**src/rtl/lsu_pkg.sv**
```systemverilog
// rtl/lsu_pkg.sv - shared encodings and decode helpers for the load/store unit
package lsu_pkg;

  localparam int DECODE_W = 46;

  // Bit positions of the memory ops inside the 46-bit decode one-hot net
  localparam int IS_LB  = 11;
  localparam int IS_LH  = 12;
  localparam int IS_LW  = 13;
  localparam int IS_LBU = 14;
  localparam int IS_LHU = 15;
  localparam int IS_SB  = 16;
  localparam int IS_SH  = 17;
  localparam int IS_SW  = 18;

  localparam logic [1:0] LSU_IDLE = 2'd0;
  localparam logic [1:0] LSU_REQ  = 2'd1;
  localparam logic [1:0] LSU_DONE = 2'd2;

  localparam logic [1:0] SZ_BYTE = 2'd0;
  localparam logic [1:0] SZ_HALF = 2'd1;
  localparam logic [1:0] SZ_WORD = 2'd2;

  typedef struct packed {
    logic       is_mem;
    logic       is_store;
    logic       is_signed;
    logic [1:0] size;
  } lsu_op_t;

  // ops ordering: {sw, sh, sb, lhu, lbu, lw, lh, lb}
  function automatic lsu_op_t lsu_decode(input logic [7:0] ops);
    lsu_op_t op;
    op           = '0;
    op.is_mem    = |ops;
    op.is_store  = ops[7] | ops[6] | ops[5];
    op.is_signed = ops[0] | ops[1];
    if (ops[1] | ops[4] | ops[6]) begin
      op.size = SZ_HALF;
    end else if (ops[2] | ops[7]) begin
      op.size = SZ_WORD;
    end else begin
      op.size = SZ_BYTE;
    end
    return op;
  endfunction

  function automatic logic lsu_misaligned(input logic [1:0] size, input logic [1:0] off);
    logic mis;
    case (size)
      SZ_HALF: mis = off[0];
      SZ_WORD: mis = |off;
      default: mis = 1'b0;
    endcase
    return mis;
  endfunction

endpackage

```
**src/rtl/lsu_align.sv**
```systemverilog
// rtl/lsu_align.sv - store lane replication/strobes and load extraction/extension
module lsu_align
  import lsu_pkg::*;
(
  input  logic [1:0]  i_off,
  input  logic [1:0]  i_size,
  input  logic        i_signed,
  input  logic [31:0] i_store_data,
  input  logic [31:0] i_rdata,
  output logic [31:0] o_wdata,
  output logic [3:0]  o_wstrb,
  output logic [31:0] o_load_data
);

  logic [7:0]  w_byte;
  logic [15:0] w_half;

  always_comb begin
    w_byte      = 8'(i_rdata >> {i_off, 3'b000});
    w_half      = i_off[1] ? i_rdata[31:16] : i_rdata[15:0];
    o_wdata     = i_store_data;
    o_wstrb     = 4'b1111;
    o_load_data = i_rdata;
    case (i_size)
      SZ_BYTE: begin
        o_wdata     = {4{i_store_data[7:0]}};
        o_wstrb     = 4'b0001 << i_off;
        o_load_data = i_signed ? {{24{w_byte[7]}}, w_byte} : {24'd0, w_byte};
      end
      SZ_HALF: begin
        o_wdata     = {2{i_store_data[15:0]}};
        o_wstrb     = 4'b0011 << i_off;
        o_load_data = i_signed ? {{16{w_half[15]}}, w_half} : {16'd0, w_half};
      end
      default: ;
    endcase
  end

endmodule

```
**src/rtl/lsu.sv**
```systemverilog
// rtl/lsu.sv - load/store unit: one data-bus transaction per start pulse
module lsu
  import lsu_pkg::*;
#(
  parameter int TIMEOUT_CYCLES = 255
) (
  input  logic                clk_i,
  input  logic                rst_i,
  input  logic                start_i,
  input  logic [DECODE_W-1:0] decode_net_i,
  input  logic [31:0]         address_i,
  input  logic [31:0]         rs2_val_i,
  output logic                mem_req_o,
  output logic                mem_we_o,
  output logic [31:0]         mem_addr_o,
  output logic [31:0]         mem_wdata_o,
  output logic [3:0]          mem_wstrb_o,
  input  logic                mem_ready_i,
  input  logic [31:0]         mem_rdata_i,
  output logic [31:0]         load_data_o,
  output logic                done_o,
  output logic                busy_o,
  output logic                misaligned_o,
  output logic                bus_err_o
);

  localparam logic [7:0] TIMEOUT = 8'(TIMEOUT_CYCLES);

  logic [1:0]  r_state;
  logic [31:0] r_addr;
  logic [31:0] r_store_data;
  logic        r_is_store;
  logic        r_signed;
  logic [1:0]  r_size;
  logic [7:0]  r_count;
  logic        r_misaligned;
  logic        r_bus_err;
  logic [31:0] r_load_data;

  lsu_op_t     w_op;
  logic        w_misaligned;
  logic        w_timeout;
  logic        w_req;
  logic        w_wr;
  logic [31:0] w_wdata;
  logic [3:0]  w_wstrb;
  logic [31:0] w_load_data;
  logic        w_unused_decode;

  assign w_op = lsu_decode({decode_net_i[IS_SW], decode_net_i[IS_SH], decode_net_i[IS_SB],
                            decode_net_i[IS_LHU], decode_net_i[IS_LBU], decode_net_i[IS_LW],
                            decode_net_i[IS_LH], decode_net_i[IS_LB]});
  assign w_unused_decode = ^decode_net_i;

  assign w_misaligned = w_op.is_mem && lsu_misaligned(w_op.size, address_i[1:0]);
  // The request drops in the cycle the counter hits the limit; DONE follows one cycle later
  assign w_timeout    = (r_count == TIMEOUT);
  assign w_req        = (r_state == LSU_REQ) && !w_timeout;
  assign w_wr         = w_req && r_is_store;

  lsu_align u_align (
    .i_off        (r_addr[1:0]),
    .i_size       (r_size),
    .i_signed     (r_signed),
    .i_store_data (r_store_data),
    .i_rdata      (mem_rdata_i),
    .o_wdata      (w_wdata),
    .o_wstrb      (w_wstrb),
    .o_load_data  (w_load_data)
  );

  always_ff @(posedge clk_i or posedge rst_i) begin
    if (rst_i) begin
      r_state      <= LSU_IDLE;
      r_addr       <= '0;
      r_store_data <= '0;
      r_is_store   <= 1'b0;
      r_signed     <= 1'b0;
      r_size       <= SZ_BYTE;
      r_count      <= '0;
      r_misaligned <= 1'b0;
      r_bus_err    <= 1'b0;
      r_load_data  <= '0;
    end else begin
      case (r_state)
        LSU_IDLE: begin
          if (start_i) begin
            r_misaligned <= w_misaligned;
            r_bus_err    <= 1'b0;
            r_count      <= '0;
            if (w_op.is_mem && !w_misaligned) begin
              r_addr       <= address_i;
              r_store_data <= rs2_val_i;
              r_is_store   <= w_op.is_store;
              r_signed     <= w_op.is_signed;
              r_size       <= w_op.size;
              r_state      <= LSU_REQ;
            end else begin
              r_state <= LSU_DONE;
            end
          end
        end
        LSU_REQ: begin
          if (w_timeout) begin
            r_bus_err <= 1'b1;
            r_state   <= LSU_DONE;
          end else if (mem_ready_i) begin
            if (!r_is_store) begin
              r_load_data <= w_load_data;
            end
            r_state <= LSU_DONE;
          end else begin
            r_count <= r_count + 8'd1;
          end
        end
        default: r_state <= LSU_IDLE;
      endcase
    end
  end

  assign mem_req_o    = w_req;
  assign mem_we_o     = w_wr;
  assign mem_addr_o   = w_req ? {r_addr[31:2], 2'b00} : 32'd0;
  assign mem_wdata_o  = w_wr ? w_wdata : 32'd0;
  assign mem_wstrb_o  = w_wr ? w_wstrb : 4'd0;
  assign load_data_o  = r_load_data;
  assign done_o       = (r_state == LSU_DONE);
  assign busy_o       = (r_state != LSU_IDLE);
  assign misaligned_o = r_misaligned;
  assign bus_err_o    = r_bus_err;

endmodule

```
**config.mk**
```make
export PLATFORM = sky130hd
export DESIGN_NAME = lsu
export DESIGN_NICKNAME = d
export VERILOG_FILES = /design/src/rtl/lsu_pkg.sv /design/src/rtl/lsu_align.sv /design/src/rtl/lsu.sv
export SDC_FILE = /design/constraint.sdc
export NUM_CORES = 1
export LEC_CHECK = 0
export ABC_AREA = 0
export CAP_MARGIN = 0
export CORE_ASPECT_RATIO = 1.25
export CORE_MARGIN = 5
export CORE_UTILIZATION = 39
export CTS_CLUSTER_DIAMETER = 50
export DETAILED_ROUTE_END_ITERATION = 7
export HOLD_SLACK_MARGIN = 0.05
export PLACE_DENSITY = 0.73
export SYNTH_ARGS = -nofsm -noshare
export SYNTH_HDL_FRONTEND = slang
export SYNTH_HIERARCHICAL = 1
export SYNTH_SLANG_ARGS = --single-unit
```
**constraint.sdc**
```tcl
create_clock -name clk_i -period 4.75 [get_ports clk_i]
set_input_delay 1.1875 -clock clk_i [delete_from_list [all_inputs] [get_ports clk_i]]
set_output_delay 1.1875 -clock clk_i [all_outputs]
set_load 0.02 [all_outputs]
```
# ---- Word-level counts from Yosys, hierarchy flattened
# Cells that the tools add are included.
dict set report word_totals {
  reg_bits 112
  input_bits 146
  output_inout_bits 106
  elab_cells 75
}
dict set report op_classes {
  addsub 1
  eq_ne 11
  n_shift 3
  muxes 24
  n_bitwise 8
  n_reduce_logical 18
}
# cell n
set ops {}
lappend ops {{32-bit 2-to-1 mux} 4}
lappend ops {{32-bit one-hot mux with 2 select lines} 2}
lappend ops {{32-bit by 5-bit >> shifter with 8-bit output} 1}
lappend ops {{8-bit 2-to-1 mux} 3}
lappend ops {{16-bit 2-to-1 mux} 1}
lappend ops {{8-bit one-hot mux with 2 select lines} 1}
lappend ops {{2-bit 2-to-1 mux} 6}
lappend ops {{8-bit by 1-bit adder with 8-bit output (second input constant)} 1}
lappend ops {{8-bit == test (second input constant)} 1}
lappend ops {{2-bit inequality test (second input constant)} 4}
lappend ops {{4-bit one-hot mux with 2 select lines} 1}
lappend ops {{4-bit AND reduction} 2}
lappend ops {{8-bit OR reduction} 1}
lappend ops {{2-bit by 1-bit == test with 1-bit output (second input constant)} 3}
lappend ops {{1-bit bitwise OR} 6}
lappend ops {{3-bit AND reduction} 2}
lappend ops {{2-bit == test (second input constant)} 2}
lappend ops {{1-bit logical AND} 4}
lappend ops {{2-bit zero test} 2}
lappend ops {{4-bit 2-to-1 mux} 1}
lappend ops {{1-bit one-hot mux with 2 select lines} 2}
lappend ops {{2-bit one-hot mux with 2 select lines} 1}
lappend ops {{2-bit AND reduction} 2}
lappend ops {{2-bit nonzero test} 2}
lappend ops {{7 further kinds} 10}

# ---- Depth between registers and ports, before layout
# Gate-level depths: netlist of run 1.
dict set report depth {
  word_depth 11
  depth_mapped 7
  depth_no_buf 6
}

# ---- Modules after synthesis
# The synthesis of run 1 kept the hierarchy.
# module instances cells_per_inst area_per_inst_um2 seq_area_each_um2
set modules_own_cells {}
lappend modules_own_cells {lsu 1 374 4953.5 2802.7}
lappend modules_own_cells {lsu_align 1 212 1482.7 0.0}

# ---- Least setup slack after synthesis of run 1
# No wires, ideal clock.
dict set report synth_path {
  kind {register to output}
  start {reg r_count[0]}
  end {out mem_addr_o[23]}
  arrival_ns 1.605
  required_ns 3.563
  setup_slack_ns 1.958
  path_stages_with_launch 7
  path_buffers 1
  path_cell_list {dfrtp_1 > ha_1 > nand3_1 > o21ai_1 > inv_1 > clkbuf_1 > and2_1}
}
dict set report synth_between {
  elab_chain_len 4
}
# element line
set synth_rtl {}
lappend synth_rtl {{start: declaration} lsu.sv:35} ;# logic [7:0] r_count;
lappend synth_rtl {{start signal: assignment} lsu.sv:113} ;# r_count <= r_count + 8'd1;
lappend synth_rtl {{8-bit == test} lsu.sv:57} ;# assign w_timeout = (r_count == TIMEOUT);
lappend synth_rtl {{1-bit zero test} lsu.sv:58} ;# assign w_req = (r_state == LSU_REQ) && !w_timeout;
lappend synth_rtl {{1-bit logical AND} lsu.sv:58}
lappend synth_rtl {{named net mem_req_o} lsu.sv:13} ;# output logic mem_req_o,
lappend synth_rtl {{32-bit 2-to-1 mux} lsu.sv:123} ;# assign mem_addr_o = w_req ? {r_addr[31:2], 2'b00} : 32'd0;
lappend synth_rtl {{end: declaration} lsu.sv:15} ;# output logic [31:0] mem_addr_o,
# The timed path passes the listed nets, and every way through them passes these cells.

# ---- Worst setup path in the final report of run 1
dict set report layout_path {
  start {reg r_count[0]}
  end {out mem_wdata_o[5]}
}
dict set report layout_between {
  elab_chain_len 5
}
# element line
set layout_rtl {}
lappend layout_rtl {{8-bit == test} lsu.sv:57}
lappend layout_rtl {{1-bit zero test} lsu.sv:58}
lappend layout_rtl {{1-bit logical AND} lsu.sv:58}
lappend layout_rtl {{1-bit logical AND} lsu.sv:59} ;# assign w_wr = w_req && r_is_store;
lappend layout_rtl {{32-bit 2-to-1 mux} lsu.sv:124} ;# assign mem_wdata_o = w_wr ? w_wdata : 32'd0;
lappend layout_rtl {{end: declaration} lsu.sv:16} ;# output logic [31:0] mem_wdata_o,
# Every way passes these cells.

==> run metrics, run 1 <==
antenna fix cells=0; CP Capture Type=output pin; I/O pin count=252; max_slew headroom=0.2426; R2R Path End=load_data_o[26]$_DFFE_PP0P_; clk_lat worst skew=0.35 ns; Root Driver=clkbuf_16; hold path depth=2; Worst path slowest cell=inv_2; crit path cell chain=ha_1 > nand3_1 > o21ai_1 > inv_2 > and3_1 > clkdlybuf4s50_1; HPWL after detailed placement=13350 um; pin count of the biggest net entering global routing=71; Hold Path Class=reg -> reg; Clock Path Buffers=2; clock sink total=112; type of the worst setup path=reg -> out; CTS Buf Count=9; Slew Limit Fails=0; Pre-Repair DR Iteration Count=5; Unique masters post-synth=50; initial core utilization=0.3973; share of the yosys chip area belonging to registers=0.4355; largest family of logic cells by synthesized area=multiplexers; Reg area=0.002804 mm2; Die Wd=124.9 um; Synth Area in Adders=0.001944; area leader, netlist=dfrtp_1; RSZ-0062 raised after global routing=false; status=finished, final reports clean; Seq cells post-synth=112; reg2reg start=r_addr[1]$_DFFE_PP0P_; via count=5262; share of the synthesized area in the top cell type=0.4355; Mapped Area=0.006436 mm2; area of the multi-input gates=0.003274 mm2; Synth warnings=6; fraction of registers with async set/reset=1.000; Period minus WS final=4.155 ns; TNS Setup=0 ns; max incr delay on CP=0.73 ns; arrival time at the worst endpoint=2.97 ns; ranking of synthesized cells by area=dfrtp_1, mux2_2, and3_1; clock skew=0.007158 ns; layout cells sized above 1=0.1822; initial antenna violation count=0; Routed WL=18690 um; Static Leakage=3.775 nW; crit path capture=mem_wdata_o[5]; Worst Path Required=3.56 ns; final hold slack=0.5002 ns; H-Tree Depth=3; vias per cell=5.375; standard-cell rows=52; Placer Congestion=0.8477; VDD IR max=206.3 uV; Synth Area in Simple Gates=0.1621; Nets=905; XOR/XNOR Fraction of Synth Area=0; total of max-cap violations=0; post-synthesis cell count=586; mux contribution to synthesized area=0.2527; Tot GR Track Use=0.1922; count leader, synth=dfrtp_1; Post-synth top cells=dfrtp_1, mux2_2, nand2_1; fill count=1396; post-route antenna net violation count=0; Crit. Startpoint=r_count[0]$_DFFE_PP0P_; Setup Buffers After CTS=0; crit path launch type=register; cts repair resizes=0; hold_buf cts=0; Worst Path Max Fanout=70; Core Area=0.01620 mm2; R2R setup slack=2.24 ns; Setup violations, final=0; vias in the first global route=5498; DRT iter0 DRCs=333; CTS tree=done; Overflow after GRT=0; Compound-Gate Fraction of Synth Area=0.08942; Main synth FF type=dfrtp_1; Reg2Reg Depth=5; Port Buffers=211; area grow syn2layout=37.95%; Max Clk Rate=240.7 MHz; Die Area=0.01919 mm2; Die H=153.6 um; DR WL/cell=19.09 um; P per Cell Area=547.4 mW/mm2; number of synthesized flops with an enable pin=0; Final Cycle Share=0.8746; global-route wire length before repair=29970 um; syn avg cell area=10.98 um2; Reg clk slew, reported paths=0.08 ns; utilization after layout=0.5480; DRC=0; worst slew pin tran=1.136 ns; Final Hold Fails=0
## logic make-up (layout without fill, tap and decap cells)
| kind of cell | Yosys count | in the layout |
|---|---|---|
| multiplexers | 133 | 133 |
| AO/OA/AOI/OAI | 81 | 81 |
| buffers and inverters | 67 | 243 |
| AND/OR/NAND/NOR | 191 | 191 |
| flip-flops | 112 | 112 |
| adder cells (fa/ha/maj) | 1 | 1 |
| other | 1 | 2 |
## stage by stage
step	std cells	instance area, um2	total power, mW	setup WS [ns]
6_report	979	8879	4.860	0.5954
5_1_grt	979	8879	5.145	0.4102
4_1_cts	979	8879	4.901	0.6100
3_5_place_dp	963	8574	4.094	1.007
3_3_place_gp	963	8574	4.018	1.048
2_1_floorplan	587	6440	3.230	0.6035
## final cells by class
cell class | instances | area share
Multi-Input combinational cell | 408 | 0.3688
Sequential cell | 112 | 0.3158
Timing Repair Buffer | 218 | 0.2466
Tap cell | 216 | 0.03044
Clock buffer | 10 | 0.02579
Clock inverter | 6 | 0.008455
Inverter | 9 | 0.004087
## power breakdown
group | internal (mW) | total [mW] | switching [mW]
clock | 0.419 | 0.792 | 0.373
combinational | 1.24 | 2.32 | 1.09
sequential | 1.38 | 1.75 | 0.366
## how the worst min path moves through the flow
| stage | end | slack (ns) | from |
|---|---|---|---|
| 2_1_floorplan | r_addr[10]$_DFFE_PP0P_ | 0.47 | r_addr[10]$_DFFE_PP0P_ |
| 3_3_place_gp | load_data_o[26]$_DFFE_PP0P_ | 0.48 | load_data_o[26]$_DFFE_PP0P_ |
| 3_5_place_dp | r_addr[6]$_DFFE_PP0P_ | 0.49 | r_addr[6]$_DFFE_PP0P_ |
| 4_1_cts | r_addr[6]$_DFFE_PP0P_ | 0.50 | r_addr[6]$_DFFE_PP0P_ |
| 5_1_grt | r_store_data[23]$_DFFE_PP0P_ | 0.52 | r_store_data[23]$_DFFE_PP0P_ |
| 6_report | misaligned_o$_DFFE_PP0P_ | 0.50 | misaligned_o$_DFFE_PP0P_ |
## critical path: cells and delay by family (launching register included)
family / cells / cell delay (ns)
buffers and inverters: 2 / 1.38
DFF: 1 / 0.42
and+or+nand+nor: 2 / 0.37
adders and majority gates: 1 / 0.25
AOI/OAI and AO/OA: 1 / 0.14
## routing by layer
metal,GRT usage,part of all wire,up-vias
met2,0.3317,0.50,222
met1,0.2289,0.40,2576
met4,0.07748,0.035,0
met3,0.04997,0.069,40
met5,0,0,-
li1,-,-,2424
## cells in the final DEF, fill, tap and decap left out, types with 2 or more instances in the layout
cell type / instances
nor2_1: 14
or3_1: 2
buf_4: 5
clkbuf_16: 9
inv_1: 7
clkdlybuf4s50_1: 211
nand2b_1: 11
buf_12: 2
o21bai_1: 2
mux2_4: 9
a2111oi_0: 4
o22ai_1: 25
nand3_1: 2
mux2i_1: 17
and3_1: 36
o21ai_0: 12
and2_1: 31
o221ai_1: 7
nor3_1: 2
a21o_1: 2
mux4_1: 7
mux2_2: 98
a211oi_1: 9
nand2_1: 51
nor2b_1: 34
a21oi_1: 10
inv_6: 2
conb_1: 2
dfrtp_1: 111
## state kept, by name, summed over array words and instances (netlist names)
| signal | count |
|---|---|
| load_data_o | 32 |
| bus_err_o | 1 |
| r_store_data | 32 |
| r_addr | 32 |
| r_signed | 1 |
| r_size | 2 |
| r_state | 2 |
| r_is_store | 1 |
| misaligned_o | 1 |
| r_count | 8 |
(Power assumes the default switching activity.)
==> run 2, diff against run 1 <==
- GPL_ROUTABILITY_DRIVEN: not set -> 0
==> results of run 2 <==
The final DEF is identical to that of run 1; final timing and power are the same.
==> run 3, diff against run 2 <==
- SLEW_MARGIN: not set -> 20
==> run 3 against run 2 <==
Compared with the run above: clock-buffer cell count unchanged; via count is the same; core utilization barely moved; worst hold slack is the same; global-route usage unchanged; die area did not move; critical path type unchanged; critical endpoint unchanged.
==> run metrics, run 3 (same netlist as run 1, synthesis figures left out) <==
hold path depth=2; Max Clk Rate=240.8 MHz; global-route wire length before repair=29970 um; Setup violations, final=0; clk_lat worst skew=0.35 ns; HPWL after detailed placement=13350 um; DRT iter0 DRCs=333; fin cells=979; Final Cycle Share=0.8741; initial core utilization=0.3973; Period minus WS final=4.152 ns; Tot Pwr=4.860 mW; Static Leakage=3.774 nW; sw frac=0.3754; H-Tree Depth=3; cts repair resizes=0; R2R setup slack=2.24 ns; worst slew pin tran=0.9815 ns; clock sink total=112; clock skew=0.007158 ns; Worst Path Required=3.56 ns; post-route antenna net violation count=0; Reg clk slew, reported paths=0.08 ns; Root Driver=clkbuf_16; standard-cell rows=52; Reg2Reg Depth=5; layout cells sized above 1=0.1835; Nets=905; arrival time at the worst endpoint=2.96 ns; Slew Limit Fails=0; Final Hold Fails=0; Comb power frac=0.478; Clock Path Buffers=2; R2R Path End=load_data_o[26]$_DFFE_PP0P_; DR WL/cell=19.09 um; Port Buffers=211; Post-DP Area=0.008574 mm2; VDD IR max=206.3 uV; CTS tree=done; vias per cell=5.375; Placed Instances=963; Pre-Repair DR Iteration Count=5; TNS Setup=0 ns; commonest cells after routing, fill and taps aside=clkdlybuf4s50_1, dfrtp_1, mux2_2, nand2_1, and3_1; P per Cell Area=547.3 mW/mm2; Die H=153.6 um; initial antenna violation count=0; cell-internal power=3.036 mW; crit path launch type=register; Seq pwr share=0.359; antenna fix cells=0; Setup Buffers After CTS=0; hold_buf cts=0; Routed WL=18690 um; Psw=1.825 mW; fill count=1398; type of the worst setup path=reg -> out; Clk pwr share=0.163; Reg area=0.002805 mm2; status=finished, final reports clean; total of max-cap violations=0; Die Area=0.01919 mm2; Die Wd=124.9 um; reg2reg start=r_addr[1]$_DFFE_PP0P_; I/O pin count=252; final hold slack=0.5002 ns; Tot GR Track Use=0.1922; via count=5262; crit path capture=mem_wdata_o[5]; area of the multi-input gates=0.003274 mm2; post-route cell area=0.008880 mm2; max_slew headroom=0.3457; CTS Buf Count=9; Core Area=0.01620 mm2; Overflow after GRT=0; Crit. Startpoint=r_count[0]$_DFFE_PP0P_; pin count of the biggest net entering global routing=71; CP Capture Type=output pin; RSZ-0062 raised after global routing=false; area grow syn2layout=37.97%; vias in the first global route=5498; Hold Path Class=reg -> reg; DRC=0; Worst Path Max Fanout=70; most common cell after layout, fill and taps aside=clkdlybuf4s50_1
-- run 3: how the worst min path moves through the flow --
stage / start / end / slack [ns]
finish: misaligned_o$_DFFE_PP0P_ / misaligned_o$_DFFE_PP0P_ / 0.50
detailed placement: r_addr[6]$_DFFE_PP0P_ / r_addr[6]$_DFFE_PP0P_ / 0.49
global placement: load_data_o[26]$_DFFE_PP0P_ / load_data_o[26]$_DFFE_PP0P_ / 0.48
CTS: r_addr[6]$_DFFE_PP0P_ / r_addr[6]$_DFFE_PP0P_ / 0.50
global route: r_store_data[23]$_DFFE_PP0P_ / r_store_data[23]$_DFFE_PP0P_ / 0.52
floorplan: r_addr[10]$_DFFE_PP0P_ / r_addr[10]$_DFFE_PP0P_ / 0.47
-- run 3: worst max-delay path, stage by stage, from the launching register on --
cell             delay, ns
dfrtp_1               0.42
ha_1                  0.25
nand3_1               0.11
o21ai_1               0.14
inv_2                 0.73
and3_1                0.26
clkdlybuf4s50_1       0.65
-- run 3: final cells by class --
class                   count  share of cell area
clock buffers              10             0.02579
clock inverters             6            0.008454
inverters                   9            0.004086
multi-input cells         408              0.3687
flip-flops and latches    112              0.3159
well taps                 216             0.03044
repair buffers            218              0.2466
-- run 3: metal layers --
| layer | track usage | vias to the layer above | wire length, um |
|---|---|---|---|
| li1 | - | 2424 | - |
| met1 | 0.2289 | 2576 | 7390 |
| met2 | 0.3317 | 222 | 9359 |
| met3 | 0.04997 | 40 | 1295 |
| met4 | 0.07748 | 0 | 645 |
| met5 | 0 | - | 0 |
-- run 3: metrics by stage --
| step | setup WS, ns | util |
|---|---|---|
| floorplan | 0.6035 | - |
| global placement | 1.048 | 0.5293 |
| detailed placement | 1.007 | 0.5293 |
| CTS | 0.6100 | 0.5480 |
| global route | 0.4129 | 0.5481 |
| finish | 0.5979 | 0.5481 |
-- run 3: power by group through the flow --
stage          clock [mW]  sequential (mW)  combinational [mW]
2_1_floorplan           0             1.76                1.47
3_3_place_gp            0             1.73                2.28
3_5_place_dp            0             1.77                2.33
4_1_cts             0.815             1.75                2.34
5_1_grt             0.851             1.81                2.49
6_report            0.792             1.75                2.32
